$ cat config.mk
export PLATFORM = sky130hd
export DESIGN_NAME = sisc_mem_arbiter
export DESIGN_NICKNAME = d
export VERILOG_FILES = /design/src/rtl/sisc_mem_arbiter_pkg.sv /design/src/rtl/sisc_mem_arbiter_rr_arb2.sv /design/src/rtl/sisc_mem_arbiter.sv
export SDC_FILE = /design/constraint.sdc
export NUM_CORES = 1
export LEC_CHECK = 0
export ABC_AREA = 1
export CAP_MARGIN = 10
export CORE_UTILIZATION = 38
export DETAILED_ROUTE_END_ITERATION = 6
export PLACE_DENSITY = 0.73
export SLEW_MARGIN = 20
export SYNTH_ARGS = -nofsm -noshare
export SYNTH_HDL_FRONTEND = slang
export SYNTH_SLANG_ARGS = --single-unit
$ cat constraint.sdc
create_clock -name clk -period 1.5 [get_ports clk]
set_clock_uncertainty 0.2 [all_clocks]
set_input_delay 0.3 -clock clk [delete_from_list [all_inputs] [get_ports clk]]
set_output_delay 0.3 -clock clk [all_outputs]
set_load 0.005 [all_outputs]
$ cat src/rtl/sisc_mem_arbiter_pkg.sv
// Shared definitions for the SISC unified-memory arbiter: widths, state and grant encodings.
package sisc_mem_arbiter_pkg;

    localparam int unsigned SiscAddrW = 16;
    localparam int unsigned SiscDataW = 32;
    localparam int unsigned CntW      = 4;

    typedef logic [1:0] state_t;

    localparam state_t StIdle   = 2'd0;
    localparam state_t StAccess = 2'd1;
    localparam state_t StResp   = 2'd2;

    localparam logic GrantI = 1'b0;
    localparam logic GrantD = 1'b1;

    // Starting value of the ACCESS countdown; the access ends when it reaches zero.
    function automatic logic [CntW-1:0] lat_init(input int unsigned lat);
        return CntW'(lat - 1);
    endfunction

endpackage

$ cat src/rtl/sisc_mem_arbiter_rr_arb2.sv
// Combinational two-way round-robin pick: on a tie the port that did not win last time is chosen.
module rr_arb2
    import sisc_mem_arbiter_pkg::*;
(
    input  logic i_req,
    input  logic d_req,
    input  logic last_grant,
    output logic grant_valid,
    output logic grant_id
);

    always_comb begin
        grant_valid = i_req | d_req;
        if (i_req && d_req) begin
            grant_id = ~last_grant;
        end else if (d_req) begin
            grant_id = GrantD;
        end else begin
            grant_id = GrantI;
        end
    end

endmodule

$ cat src/rtl/sisc_mem_arbiter.sv
// Multi-cycle sequencer sharing one single-port memory between the fetch and data ports.
module sisc_mem_arbiter
    import sisc_mem_arbiter_pkg::*;
#(
    parameter int unsigned ADDR_W  = SiscAddrW,
    parameter int unsigned DATA_W  = SiscDataW,
    parameter int unsigned MEM_LAT = 2
) (
    input  logic              clk,
    input  logic              rst_f,
    input  logic              i_req,
    input  logic [ADDR_W-1:0] i_addr,
    output logic              i_ack,
    output logic [DATA_W-1:0] i_rdata,
    input  logic              d_req,
    input  logic              d_we,
    input  logic [ADDR_W-1:0] d_addr,
    input  logic [DATA_W-1:0] d_wdata,
    output logic              d_ack,
    output logic [DATA_W-1:0] d_rdata,
    output logic              mem_en,
    output logic              mem_we,
    output logic [ADDR_W-1:0] mem_addr,
    output logic [DATA_W-1:0] mem_wdata,
    input  logic [DATA_W-1:0] mem_rdata,
    output logic              busy
);

    state_t            state_q, state_d;
    logic [CntW-1:0]   cnt_q, cnt_d;
    logic              last_grant_q, last_grant_d;
    logic              grant_q, grant_d;
    logic              we_q, we_d;
    logic [ADDR_W-1:0] addr_q, addr_d;
    logic [DATA_W-1:0] wdata_q, wdata_d;
    logic [DATA_W-1:0] i_rdata_q, i_rdata_d;
    logic [DATA_W-1:0] d_rdata_q, d_rdata_d;

    logic grant_valid;
    logic grant_id;

    rr_arb2 u_rr_arb2 (
        .i_req       (i_req),
        .d_req       (d_req),
        .last_grant  (last_grant_q),
        .grant_valid (grant_valid),
        .grant_id    (grant_id)
    );

    always_comb begin
        state_d      = state_q;
        cnt_d        = cnt_q;
        last_grant_d = last_grant_q;
        grant_d      = grant_q;
        we_d         = we_q;
        addr_d       = addr_q;
        wdata_d      = wdata_q;
        i_rdata_d    = i_rdata_q;
        d_rdata_d    = d_rdata_q;
        case (state_q)
            StIdle: begin
                if (grant_valid) begin
                    grant_d = grant_id;
                    if (grant_id == GrantD) begin
                        addr_d  = d_addr;
                        we_d    = d_we;
                        wdata_d = d_wdata;
                    end else begin
                        addr_d  = i_addr;
                        we_d    = 1'b0;
                        wdata_d = '0;
                    end
                    cnt_d   = lat_init(MEM_LAT);
                    state_d = StAccess;
                end
            end
            StAccess: begin
                if (cnt_q == '0) begin
                    // Stores leave d_rdata untouched.
                    if (grant_q == GrantI) begin
                        i_rdata_d = mem_rdata;
                    end else if (!we_q) begin
                        d_rdata_d = mem_rdata;
                    end
                    state_d = StResp;
                end else begin
                    cnt_d = cnt_q - 4'd1;
                end
            end
            StResp: begin
                last_grant_d = grant_q;
                state_d      = StIdle;
            end
            default: state_d = StIdle;
        endcase
    end

    always_ff @(posedge clk or negedge rst_f) begin
        if (!rst_f) begin
            state_q      <= StIdle;
            cnt_q        <= '0;
            last_grant_q <= GrantD;
            grant_q      <= GrantD;
            we_q         <= 1'b0;
            addr_q       <= '0;
            wdata_q      <= '0;
            i_rdata_q    <= '0;
            d_rdata_q    <= '0;
        end else begin
            state_q      <= state_d;
            cnt_q        <= cnt_d;
            last_grant_q <= last_grant_d;
            grant_q      <= grant_d;
            we_q         <= we_d;
            addr_q       <= addr_d;
            wdata_q      <= wdata_d;
            i_rdata_q    <= i_rdata_d;
            d_rdata_q    <= d_rdata_d;
        end
    end

    // Decoded from state so an asynchronous reset drops them without a clock edge.
    assign mem_en    = (state_q == StAccess);
    assign mem_we    = mem_en & we_q;
    assign mem_addr  = addr_q;
    assign mem_wdata = wdata_q;
    assign busy      = (state_q != StIdle);
    assign i_ack     = (state_q == StResp) && (grant_q == GrantI);
    assign d_ack     = (state_q == StResp) && (grant_q == GrantD);
    assign i_rdata   = i_rdata_q;
    assign d_rdata   = d_rdata_q;

endmodule
Word-level counts from Yosys, hierarchy flattened
Index checks and enable logic that the tools add are counted.
Widths: inputs -> output; s select.

storage, ports and cells
  bits in registers = 121
  output and inout port bits = 117
  word-level logic and storage cells = 43

cells by class
  add/sub/neg operators = 1
  equality and inequality tests = 5
  multiplexer cells = 11
  bitwise operators = 5
  reductions and logical operators = 12

operators with widths
  operator             count
  $mux 32              1
  $mux 16              1
  $mux 4               2
  $pmux 4 s2           1
  $reduce_and 3->1     2
  $logic_not 4->1      1
  $mux 2               2
  $ne 2x2->1 const B   2
  $pmux 2 s2           1
  $reduce_and 2->1     2
  $reduce_and 4->1     1
  $reduce_bool 2->1    2
  $sub 4x1->4 const B  1
  $logic_and 1x1->1    3
  $mux 1               3
  $not 1->1            3
  $eq 2x1->1 const B   1
  $eq 2x2->1 const B   1
  $logic_not 2->1      1
  $ne 2x1->1 const B   1
  $and 1x1->1          1
  $or 1x1->1           1

Longest topological paths before layout
Gate-level depths: netlist of run 1.

  depth after elaboration = 3
  gate-level depth with buffers = 8
  mapped depth without buffers = 7

Modules after synthesis
Synthesis of run 1 repeated with hierarchy kept, for this count alone.

unflattened totals
  cell total of the unflattened synthesis = 537
  area total of the unflattened synthesis = 5195.0 µm²

by module, submodules not included
  module            instances  cells an instance  area an instance (µm²)
  sisc_mem_arbiter  1          534                5180.0
  rr_arb2           1          3                  15.0

Worst setup path before layout of run 1
No wires, ideal clock.

  path type = register to register
  from = register cnt_q[0]
  to = register d_rdata_q[15], in the netlist d_rdata[15]
  arrival time = 1273 ps
  data required time = 1182 ps
  path slack = -91 ps
  cell stages (with the launch flop) = 9
  period minus slack after synthesis = 1591 ps
  cells stage by stage = dfrtp_1 inv_1 ha_1 nand2_1 nor2_8 nand2_4 buf_6 nand2_1 o21ai_2

on the way
  longest elaborated chain between the ends = 2

RTL lines
  what                               line                     RTL
  from (decl)                        sisc_mem_arbiter.sv:30   logic [CntW-1:0] cnt_q, cnt_d;
  from (signal assigned)             sisc_mem_arbiter.sv:111  cnt_q <= cnt_d;
  $logic_not 4->1                    sisc_mem_arbiter.sv:78   if (cnt_q == '0) begin
  $reduce_and 4->1 (no source line)  n/a
  to (signal assigned)               sisc_mem_arbiter.sv:118  d_rdata_q <= d_rdata_d;
  to (decl)                          sisc_mem_arbiter.sv:37   logic [DATA_W-1:0] d_rdata_q, d_rdata_d;

Every way passes these cells.
A chain may end at the register's enable or synchronous reset.

Final worst setup path of run 1
  from = register state_q[1]
  to = register i_rdata_q[0], in the netlist i_rdata[0]

on the way
  longest elaborated chain between the ends = 2

RTL lines
  what                               line                     RTL
  from (decl)                        sisc_mem_arbiter.sv:29   state_t state_q, state_d;
  from (signal assigned)             sisc_mem_arbiter.sv:100  state_q <= StIdle;
  from (signal assigned)             sisc_mem_arbiter.sv:110  state_q <= state_d;
  $eq 2x1->1                         sisc_mem_arbiter.sv:60   case (state_q)
  $reduce_and 3->1 (no source line)  n/a
  to (signal assigned)               sisc_mem_arbiter.sv:117  i_rdata_q <= i_rdata_d;
  to (decl)                          sisc_mem_arbiter.sv:36   logic [DATA_W-1:0] i_rdata_q, i_rdata_d;

Every way passes these cells.

==> reports/qor.txt, run 1 <==
status: complete, but fails checks
failing checks: setup timing
clock slew at reported path FFs: 0.06 ns
H-tree levels: 4
Peak VDD IR: 0.001059 V
Clock Sinks: 121
post-synth top area share: 59.25%
type of origin of the critical path: register
Mapped Cells: 521
ant diodes: 0
syn nets: 624
initial antenna violation count: 0
Yosys top cell by area: dfrtp_1
mapped cell area: 5026 um^2
worst slew pin tran: 0.4583 ns
Lkg Pwr: 4.381 nW
Seq/Total Area, Yosys: 60.29%
final setup violation count: 121
Port Buf Inserts: 217
fin util: 67.79%
period utilization: 117.3%
Pwr Density: 2224 nW/um^2
EDFF count, synth: 0
# fillers: 991
Hold Crit Class: in2async
Most used DFF post-synth: dfrtp_1
WP data required: 1.59 ns
max-cap violation count: 0
vias in the first global route: 4,915
CTS max path bufs: 2
number of top-level pins: 218
total global routing track utilization: 23.88%
CTS tree: yes
Worst slew margin: 69.33%
Iteration-0 DRC Markers: 315
clk root buf: clkbuf_16
gpl congestion: 0.7463
GRT overflow: 0
Mapped Avg Cell Area: 9.647 um^2
Crit Path Max Fanout: 7
ys async rst share: 100.0%
Site Rows: 41
layout net count: 916
Setup crit end kind: register
Die Wd: 117.0 um
RSZ-0062 raised after global routing: yes
Placed Area: 7550 um^2
top-count cell post-synth: nand2_1
Clock Latency Late Sink: 0.41 ns
largest net degree at the start of global routing: 33
Final Hold Viols: 0
Ys Warns: 0
Setup Crit Path Kind: reg2reg
critical path arrival: 1.85 ns
Die Area: 13,690 um^2
Final WS setup: -0.2594 ns
flops & latches, synth: 121
Fmax: 568.4 MHz
design area: 8660 um^2
core area: 12,770 um^2
Initial Util: 39.35%
DRT antenna net count: 0
Area contributors post-synth: dfrtp_1 59%, nand2_1 12%, o21ai_2 6.8%
first drt pass iteration count: 4
Vias: 4,846
CTS Buf Count: 17
layout cell share with drive strength beyond 1: 43.83%
Slew Limit Fails: 0
Routed wire per std cell: 16.97 um
die height: 117.0 um
minimum clock period: 1.759 ns
pre-CTS setup slack: -0.4519 ns
first-pass GRT wire length: 24,600 um
area grow syn2layout: 72.29%
WL final: 16,940 um
synth cell count leaders: 155 x nand2_1, 119 x dfrtp_1, 39 x inv_1, 39 x o21ai_2, 35 x nand3_1
Vias/cell: 4.856
Yosys cell types: 23
# DRC: 0
DPL Wire Length: 10,140 um
[flip-flops by register name (all words and copies together), names as in the netlist]
signal        cells
d_rdata          32
we_q              1
i_rdata          32
mem_addr         16
cnt_q             4
mem_wdata        32
last_grant_q      1
state_q           2
grant_q           1
[worst max-delay path, stage by stage, from the launching register on]
cell and delay, ns:
dfrtp_2 0.44, nor2_4 0.12, inv_2 0.07, buf_6 0.13
nor2_8 0.16, nand2_8 0.12, buf_6 0.16, buf_6 0.13
nand2_2 0.05, o21ai_1 0.06
[timing repair]
action,4_1_cts,5_1_grt
hold endpoints to repair,121,0
buffers inserted,31,13
pin swaps,5,8
hold buffers,1,0
cloned,8,5
endpoints found under the setup margin,203,132
gates resized for setup,491,140
[layer usage]
| metal | track usage (%) | share of wire [%] |
|---|---|---|
| met3 | 7.930 | 8.4 |
| met5 | 0 | 0 |
| met1 | 26.43 | 37 |
| met4 | 9.536 | 1.9 |
| met2 | 42.33 | 53 |
[logic make-up after synthesis]
kind of cell	after synthesis	synth area share, %
xor gates and xnor gates	1	0.1743
AOI/OAI and AO/OA	104	13.27
buffers and inverters	68	7.020
DFF	121	60.29
and+or+nand+nor	225	18.75
adders and majority gates	2	0.4978
[cell usage in the layout, fill, tap and decap left out, drive strengths merged]
cell           count
nand2            158
ha                 2
nand4              1
dfstp              2
bufinv             2
clkinv             7
clkdlybuf4s50     99
buf              185
clkbuf            38
inv               41
nand3             35
dlygate4sd3        1
nor2              31
o21ai            104
xor2               1
dfrtp            119
[layout make-up]
type	instances	area, um^2	share of cell area, %
tap	172	215.2	2.485
clock inverter	9	98.84	1.141
inverter	41	153.9	1.777
clock buffer	23	478.0	5.519
timing repair buffer	300	2646	30.56
multi-input combinational	332	2036	23.51
sequential	121	3032	35.01
[power breakdown]
group          switching, W  internal (W)
combinational       0.00447       0.00476
sequential          0.00110       0.00496
clock               0.00141       0.00256
[stage by stage]
step	TNS, ns	power (W)	hold WS [ns]	std cells
floorplan	0	0.009135	-0.1956	521
global placement	-22.81	0.01356	0.02298	915
detailed placement	-26.34	0.01387	0.02741	915
CTS	-12.28	0.01794	0.1322	987
global route	-24.43	0.02047	0.1724	998
finish	-17.12	0.01926	0.1392	998
[worst paths after layout]
kind	start	to	slack (ns)	cells after the start
worst max register to register	state_q[1]	i_rdata[0]	-0.26	9
min in group clk	d_wdata[21]	mem_wdata[21]	0.25	3
worst max-delay path	state_q[1]	i_rdata[0]	-0.26	9
worst min-delay path	rst_f	i_rdata[4]	0.14	2
max in group asynchronous	rst_f	i_rdata[11]	0.47	3
worst min register to register	i_rdata[1]	i_rdata[1]	0.27	2
Power figures use the tool's default switching activity.
==> inputs of run 2 (changes only) <==
--- a/config.mk
+++ b/config.mk
@@ -9,7 +9,7 @@
 export CAP_MARGIN = 10
 export CORE_UTILIZATION = 38
 export DETAILED_ROUTE_END_ITERATION = 6
-export PLACE_DENSITY = 0.73
+export PLACE_DENSITY = 0.87
 export SLEW_MARGIN = 20
 export SYNTH_ARGS = -nofsm -noshare
 export SYNTH_HDL_FRONTEND = slang
==> run 2 against run 1 <==
Compared with the run above:
- the run still ends with setup timing left
- count of clock-buffer cells in the layout shrank 1
- setup slack lost 0.053 ns
- register-to-register slack lost 0.04 ns
- clock power shrank 3%
- largest power group unchanged
- highest routed layer unchanged
- die area is the same
- critical endpoint is now mem_we
- combinational power grew 12%
- sequential power shrank 1%
- non-clock buffer count grew 12
- sequential share of layout area shrank 1.0 points
- first-iteration DRC count shrank 27%
==> reports/qor.txt, run 2 (synthesis gave the netlist of run 1 again) <==
period utilization: 120.8% (was 117.3%)
Vias: 4,842 (was 4,846)
layout cell share with drive strength beyond 1: 47.49% (was 43.83%)
Lkg Pwr: 4.540 nW (was 4.381 nW)
Clock Latency Late Sink: 0.41 ns (about the same)
core area: 12,770 um^2 (unchanged)
Die Wd: 117.0 um (unchanged)
Vias/cell: 4.794 (was 4.856)
failing checks: setup timing (unchanged)
top routing layer in use: met4 (unchanged)
fin util: 69.85% (was 67.79%)
Final WS setup: -0.3125 ns (was -0.2594 ns)
commonest non-fill, non-tap cells in the layout: 119 x dfrtp_1, 101 x buf_2, 99 x clkdlybuf4s50_1, 80 x nand2_1, 53 x buf_4 (was 118 x dfrtp_1, 106 x buf_2, 99 x clkdlybuf4s50_1, 96 x nand2_1, 55 x o21ai_2)
type of origin of the critical path: register (unchanged)
clock slew at reported path FFs: 0.06 ns (about the same)
Die Area: 13,690 um^2 (unchanged)
Slowest cell on crit path: dfrtp_1 (was dfrtp_2)
initial antenna violation count: 0 (unchanged)
WL met3: 844 um (was 1431 um)
clk root buf: clkbuf_16 (unchanged)
Met1 Routed Length: 6654 um (was 6259 um)
Slew Limit Fails: 0 (unchanged)
ant diodes: 0 (unchanged)
met2 routed WL: 8768 um (was 8922 um)
Peak VDD IR: 0.001129 V (was 0.001059 V)
Worst R2R End: d_rdata[12] (was i_rdata[0])
Setup Crit Path Kind: reg2out (was reg2reg)
commonest non-fill, non-tap cell in the layout: dfrtp_1 (unchanged)
Initial Util: 39.35% (unchanged)
WP data required: 1.00 ns (was 1.59 ns)
Non-Filler Instances: 1,010 (was 998)
first-pass GRT wire length: 22,870 um (was 24,600 um)
first drt pass iteration count: 4 (unchanged)
Crit Path Max Fanout: 2 (was 7)
DRT antenna net count: 0 (unchanged)
H-tree levels: 4 (unchanged)
die height: 117.0 um (unchanged)
Worst path top cell family by delay: flip-flops (was buffers and inverters)
gpl congestion: 0.7857 (was 0.7463)
worst slew pin tran: 0.4205 ns (was 0.4583 ns)
Site Rows: 41 (unchanged)
final setup violation count: 124 (was 121)
Port Buf Inserts: 217 (unchanged)
largest net degree at the start of global routing: 36 (was 33)
# fillers: 916 (was 991)
FF-to-FF path depth: 10 (was 9)
CTS tree: yes (unchanged)
Min Hold Slack: 0.1301 ns (was 0.1392 ns)
layout net count: 929 (was 916)
max-cap violation count: 0 (unchanged)
placed cells: 919 (was 915)
buffers and inverters on the worst path: 3 (was 4)
Worst R2R Start: state_q[1] (unchanged)
vias in the first global route: 4,694 (was 4,915)
RSZ-0062 raised after global routing: yes (unchanged)
Hold Crit Class: in2async (unchanged)
critical path arrival: 1.31 ns (was 1.85 ns)
Fmax: 551.7 MHz (was 568.4 MHz)
area grow syn2layout: 77.52% (was 72.29%)
WL final: 16,840 um (was 16,940 um)
CTS Buf Count: 17 (unchanged)
GRT overflow: 0 (unchanged)
minimum clock period: 1.812 ns (was 1.759 ns)
# DRC: 0 (unchanged)
Routed wire per std cell: 16.67 um (was 16.97 um)
total global routing track utilization: 22.40% (was 23.88%)
Pwr Density: 2255 nW/um^2 (was 2224 nW/um^2)
Clock Sinks: 121 (unchanged)
CTS max path bufs: 2 (unchanged)
Final Hold Viols: 0 (unchanged)
Setup crit end kind: primary output (was register)
status: complete, but fails checks (unchanged)
Max stage delay on crit path: 0.39 ns (was 0.44 ns)
DPL Wire Length: 9654 um (was 10,140 um)
number of top-level pins: 218 (unchanged)
crit-path cells: buf_6 > nor2_4 > inv_4 > nor2_1 > buf_2 (was nor2_4 > inv_2 > buf_6 > nor2_8 > nand2_8 > buf_6 > buf_6 > nand2_2 > o21ai_1)
R2R Setup Slk: -0.30 ns (was -0.26 ns)
Iteration-0 DRC Markers: 231 (was 315)
Worst slew margin: 71.86% (was 69.33%)
## run 2: metal layers
layer,track usage (%),vias up
li1,-,2288
met1,26.48,2351
met2,37.83,163
met3,6.900,40
met4,9.620,0
met5,0,-
## run 2: worst max-delay path by stage
stage	from	end	slack, ns	depth (start not counted)
2_1_floorplan	state_q[1]	mem_wdata[10]	0.001	6
3_3_place_gp	d_req	grant_q	-0.26	6
3_5_place_dp	d_req	mem_addr[7]	-0.36	6
4_1_cts	state_q[1]	mem_we	-0.31	5
5_1_grt	state_q[1]	d_rdata[3]	-0.38	10
6_report	state_q[1]	mem_we	-0.31	5
## run 2: what timing repair did
item / in CTS / in global routing
cloned: 6 / 10
endpoints found under the setup margin: 222 / 138
hold endpoints to repair: 119 / 0
pin swaps: 9 / 38
buffers inserted: 39 / 5
resized for setup: 493 / 153
hold buffers: 1 / 0
## run 2: final cells by class
cell class	count	area, um^2	share of cell area [%]
Inverter	41	156.4	1.753
Clock buffer	22	454.2	5.090
Timing Repair Buffer	312	2801	31.40
Tap cell	172	215.2	2.412
Sequential cell	121	3030	33.96
Multi-Input combinational cell	333	2165	24.26
Clock inverter	9	100.1	1.122
## run 2: power breakdown
| group | total, W | internal (W) | switching, W |
|---|---|---|---|
| Clock | 0.00387 | 0.00246 | 0.00141 |
| Sequential | 0.00598 | 0.00495 | 0.00103 |
| Combinational | 0.0103 | 0.00530 | 0.00496 |
| Total | 0.0201 | 0.0127 | 0.00740 |
## run 2: through the flow
| step | worst slack, ns | instance area [um^2] | total power [W] | setup TNS [ns] |
|---|---|---|---|---|
| floorplan | 0.001187 | 5029 | 0.009135 | 0 |
| global placement | -0.2567 | 7655 | 0.01372 | -16.31 |
| detailed placement | -0.3554 | 7655 | 0.01400 | -20.31 |
| CTS | -0.3143 | 8325 | 0.01805 | -16.55 |
| global route | -0.3791 | 8922 | 0.02136 | -38.21 |
| finish | -0.3125 | 8922 | 0.02012 | -29.00 |
==> inputs of run 3 (changes only) <==
--- a/config.mk
+++ b/config.mk
@@ -7,6 +7,7 @@
 export LEC_CHECK = 0
 export ABC_AREA = 1
 export CAP_MARGIN = 10
+export CORE_MARGIN = 3
 export CORE_UTILIZATION = 38
 export DETAILED_ROUTE_END_ITERATION = 6
 export PLACE_DENSITY = 0.87
==> run 3 against run 2 <==
Compared with the run above:
- the run still ends with setup timing left
- combinational power is essentially flat
- cell area grew 0.42%
- fmax shrank 0.81%
- non-clock buffer count grew 1
- sequential share of layout area shrank 0.14 points
- critical path type unchanged
- highest routed layer unchanged
==> reports/qor.txt, run 3 (synthesis gave the netlist of run 1 again) <==
largest net degree at the start of global routing: 51 (was 36)
Hold Crit Class: in2async (unchanged)
Met1 Routed Length: 6932 um (was 6654 um)
Max stage delay on crit path: 0.39 ns (about the same)
type of origin of the critical path: register (unchanged)
Clock Sinks: 121 (unchanged)
worst slew pin tran: 0.3505 ns (was 0.4205 ns)
die height: 121.0 um (was 117.0 um)
Slew Limit Fails: 0 (unchanged)
clock slew at reported path FFs: 0.05 ns (was 0.06 ns)
Clock Latency Late Sink: 0.41 ns (about the same)
Vias: 4,971 (was 4,842)
CTS Buf Count: 17 (unchanged)
minimum clock period: 1.827 ns (was 1.812 ns)
# DRC: 0 (unchanged)
DRT antenna net count: 0 (unchanged)
Setup crit end kind: primary output (unchanged)
H-tree levels: 4 (unchanged)
Iteration-0 DRC Markers: 328 (was 231)
Routed wire per std cell: 17.99 um (was 16.67 um)
commonest non-fill, non-tap cells in the layout: 119 x dfrtp_1, 99 x clkdlybuf4s50_1, 99 x buf_2, 88 x nand2_1, 58 x o21ai_2 (was 119 x dfrtp_1, 101 x buf_2, 99 x clkdlybuf4s50_1, 80 x nand2_1, 53 x buf_4)
critical path arrival: 1.33 ns (was 1.31 ns)
status: complete, but fails checks (unchanged)
Die Wd: 121.0 um (was 117.0 um)
Slowest cell on crit path: dfrtp_1 (unchanged)
DPL Wire Length: 10,470 um (was 9654 um)
CTS tree: yes (unchanged)
FF-to-FF path depth: 9 (was 10)
area grow syn2layout: 78.27% (was 77.52%)
WL final: 18,170 um (was 16,840 um)
Peak VDD IR: 0.001090 V (was 0.001129 V)
layout net count: 930 (was 929)
Crit Path Max Fanout: 2 (unchanged)
number of top-level pins: 218 (unchanged)
crit-path cells: buf_6 > nor2_4 > inv_2 > nor2_1 > buf_2 (was buf_6 > nor2_4 > inv_4 > nor2_1 > buf_2)
ant diodes: 0 (unchanged)
first drt pass iteration count: 4 (unchanged)
commonest non-fill, non-tap cell in the layout: dfrtp_1 (unchanged)
Site Rows: 41 (unchanged)
Initial Util: 39.35% (unchanged)
layout cell share with drive strength beyond 1: 46.78% (was 47.49%)
clk root buf: clkbuf_16 (unchanged)
Final Hold Viols: 0 (unchanged)
initial antenna violation count: 0 (unchanged)
WL met3: 1117 um (was 844 um)
Non-Filler Instances: 1,010 (unchanged)
CTS max path bufs: 2 (unchanged)
total global routing track utilization: 22.92% (was 22.40%)
met2 routed WL: 9129 um (was 8768 um)
Final WS setup: -0.3272 ns (was -0.3125 ns)
Worst slew margin: 76.64% (was 71.86%)
failing checks: setup timing (unchanged)
period utilization: 121.8% (was 120.8%)
Sum Neg Setup Slack: -23.02 ns (was -29.00 ns)
RSZ-0062 raised after global routing: yes (unchanged)
Vias/cell: 4.922 (was 4.794)
Lkg Pwr: 4.515 nW (was 4.540 nW)
Setup Crit Path Kind: reg2out (unchanged)
Port Buf Inserts: 217 (unchanged)
vias in the first global route: 5,090 (was 4,694)
max-cap violation count: 0 (unchanged)
GRT overflow: 0 (unchanged)
top routing layer in use: met4 (unchanged)
gpl congestion: 0.7701 (was 0.7857)
Fmax: 547.3 MHz (was 551.7 MHz)
placed cells: 918 (was 919)
WP data required: 1.00 ns (about the same)
Pwr Density: 2308 nW/um^2 (was 2255 nW/um^2)
final setup violation count: 123 (was 124)
pre-CTS setup slack: -0.3600 ns (was -0.3554 ns)
core area: 12,770 um^2 (unchanged)
first-pass GRT wire length: 25,940 um (was 22,870 um)
Die Area: 14,640 um^2 (was 13,690 um^2)
[run 3: final cells by class]
class	count	area, um^2
fillers	903	3814
multi-input cells	333	2153
clock inverters	10	127.6
clock buffers	20	446.7
inverters	41	156.4
well taps	172	215.2
repair buffers	313	2830
flip-flops and latches	121	3030
[run 3: critical path: cells and delay by family (launching register included)]
family                 cells  cell delay [ns]
and+or+nand+nor            2             0.21
DFF                        1             0.39
buffers and inverters      3             0.33
[run 3: path summary, 6_finish.rpt]
| kind | start | endpoint | slack, ns |
|---|---|---|---|
| worst min register to register | mem_wdata[14] | mem_wdata[14] | 0.27 |
| min in group clk | d_wdata[28] | mem_wdata[28] | 0.25 |
| max in group asynchronous | rst_f | mem_wdata[27] | 0.40 |
| worst min-delay path | rst_f | i_rdata[17] | 0.13 |
| worst max-delay path | state_q[1] | mem_we | -0.33 |
| worst max register to register | state_q[1] | i_rdata[24] | -0.26 |
[run 3: metrics by stage]
step	total power, W	cell area [um^2]	utilization, %	hold slack, ns
2_1_floorplan	0.009135	5029	-	-0.1956
6_report	0.02068	8960	70.14	0.1344
3_5_place_dp	0.01409	7622	59.67	0.01842
5_1_grt	0.02183	8960	70.14	0.1528
3_3_place_gp	0.01376	7622	59.67	0.01948
4_1_cts	0.01878	8406	65.80	0.1306
[run 3: what timing repair did]
action / in CTS / in global routing
gates cloned: 8 / 9
hold buffers: 1 / 0
endpoints found under the hold margin: 119 / 0
setup endpoints to repair: 234 / 138
resized for setup: 533 / 124
setup buffers: 37 / 12
pin swaps: 12 / 25
[run 3: per-layer routing]
metal	track usage, %	vias up
li1	-	2292
met5	0	-
met1	26.02	2398
met4	13.10	0
met2	39.25	212
met3	5.641	69
[run 3: power by group]
group          internal (W)  switching (W)
Sequential          0.00495        0.00110
Combinational       0.00550        0.00511
Clock               0.00262        0.00139
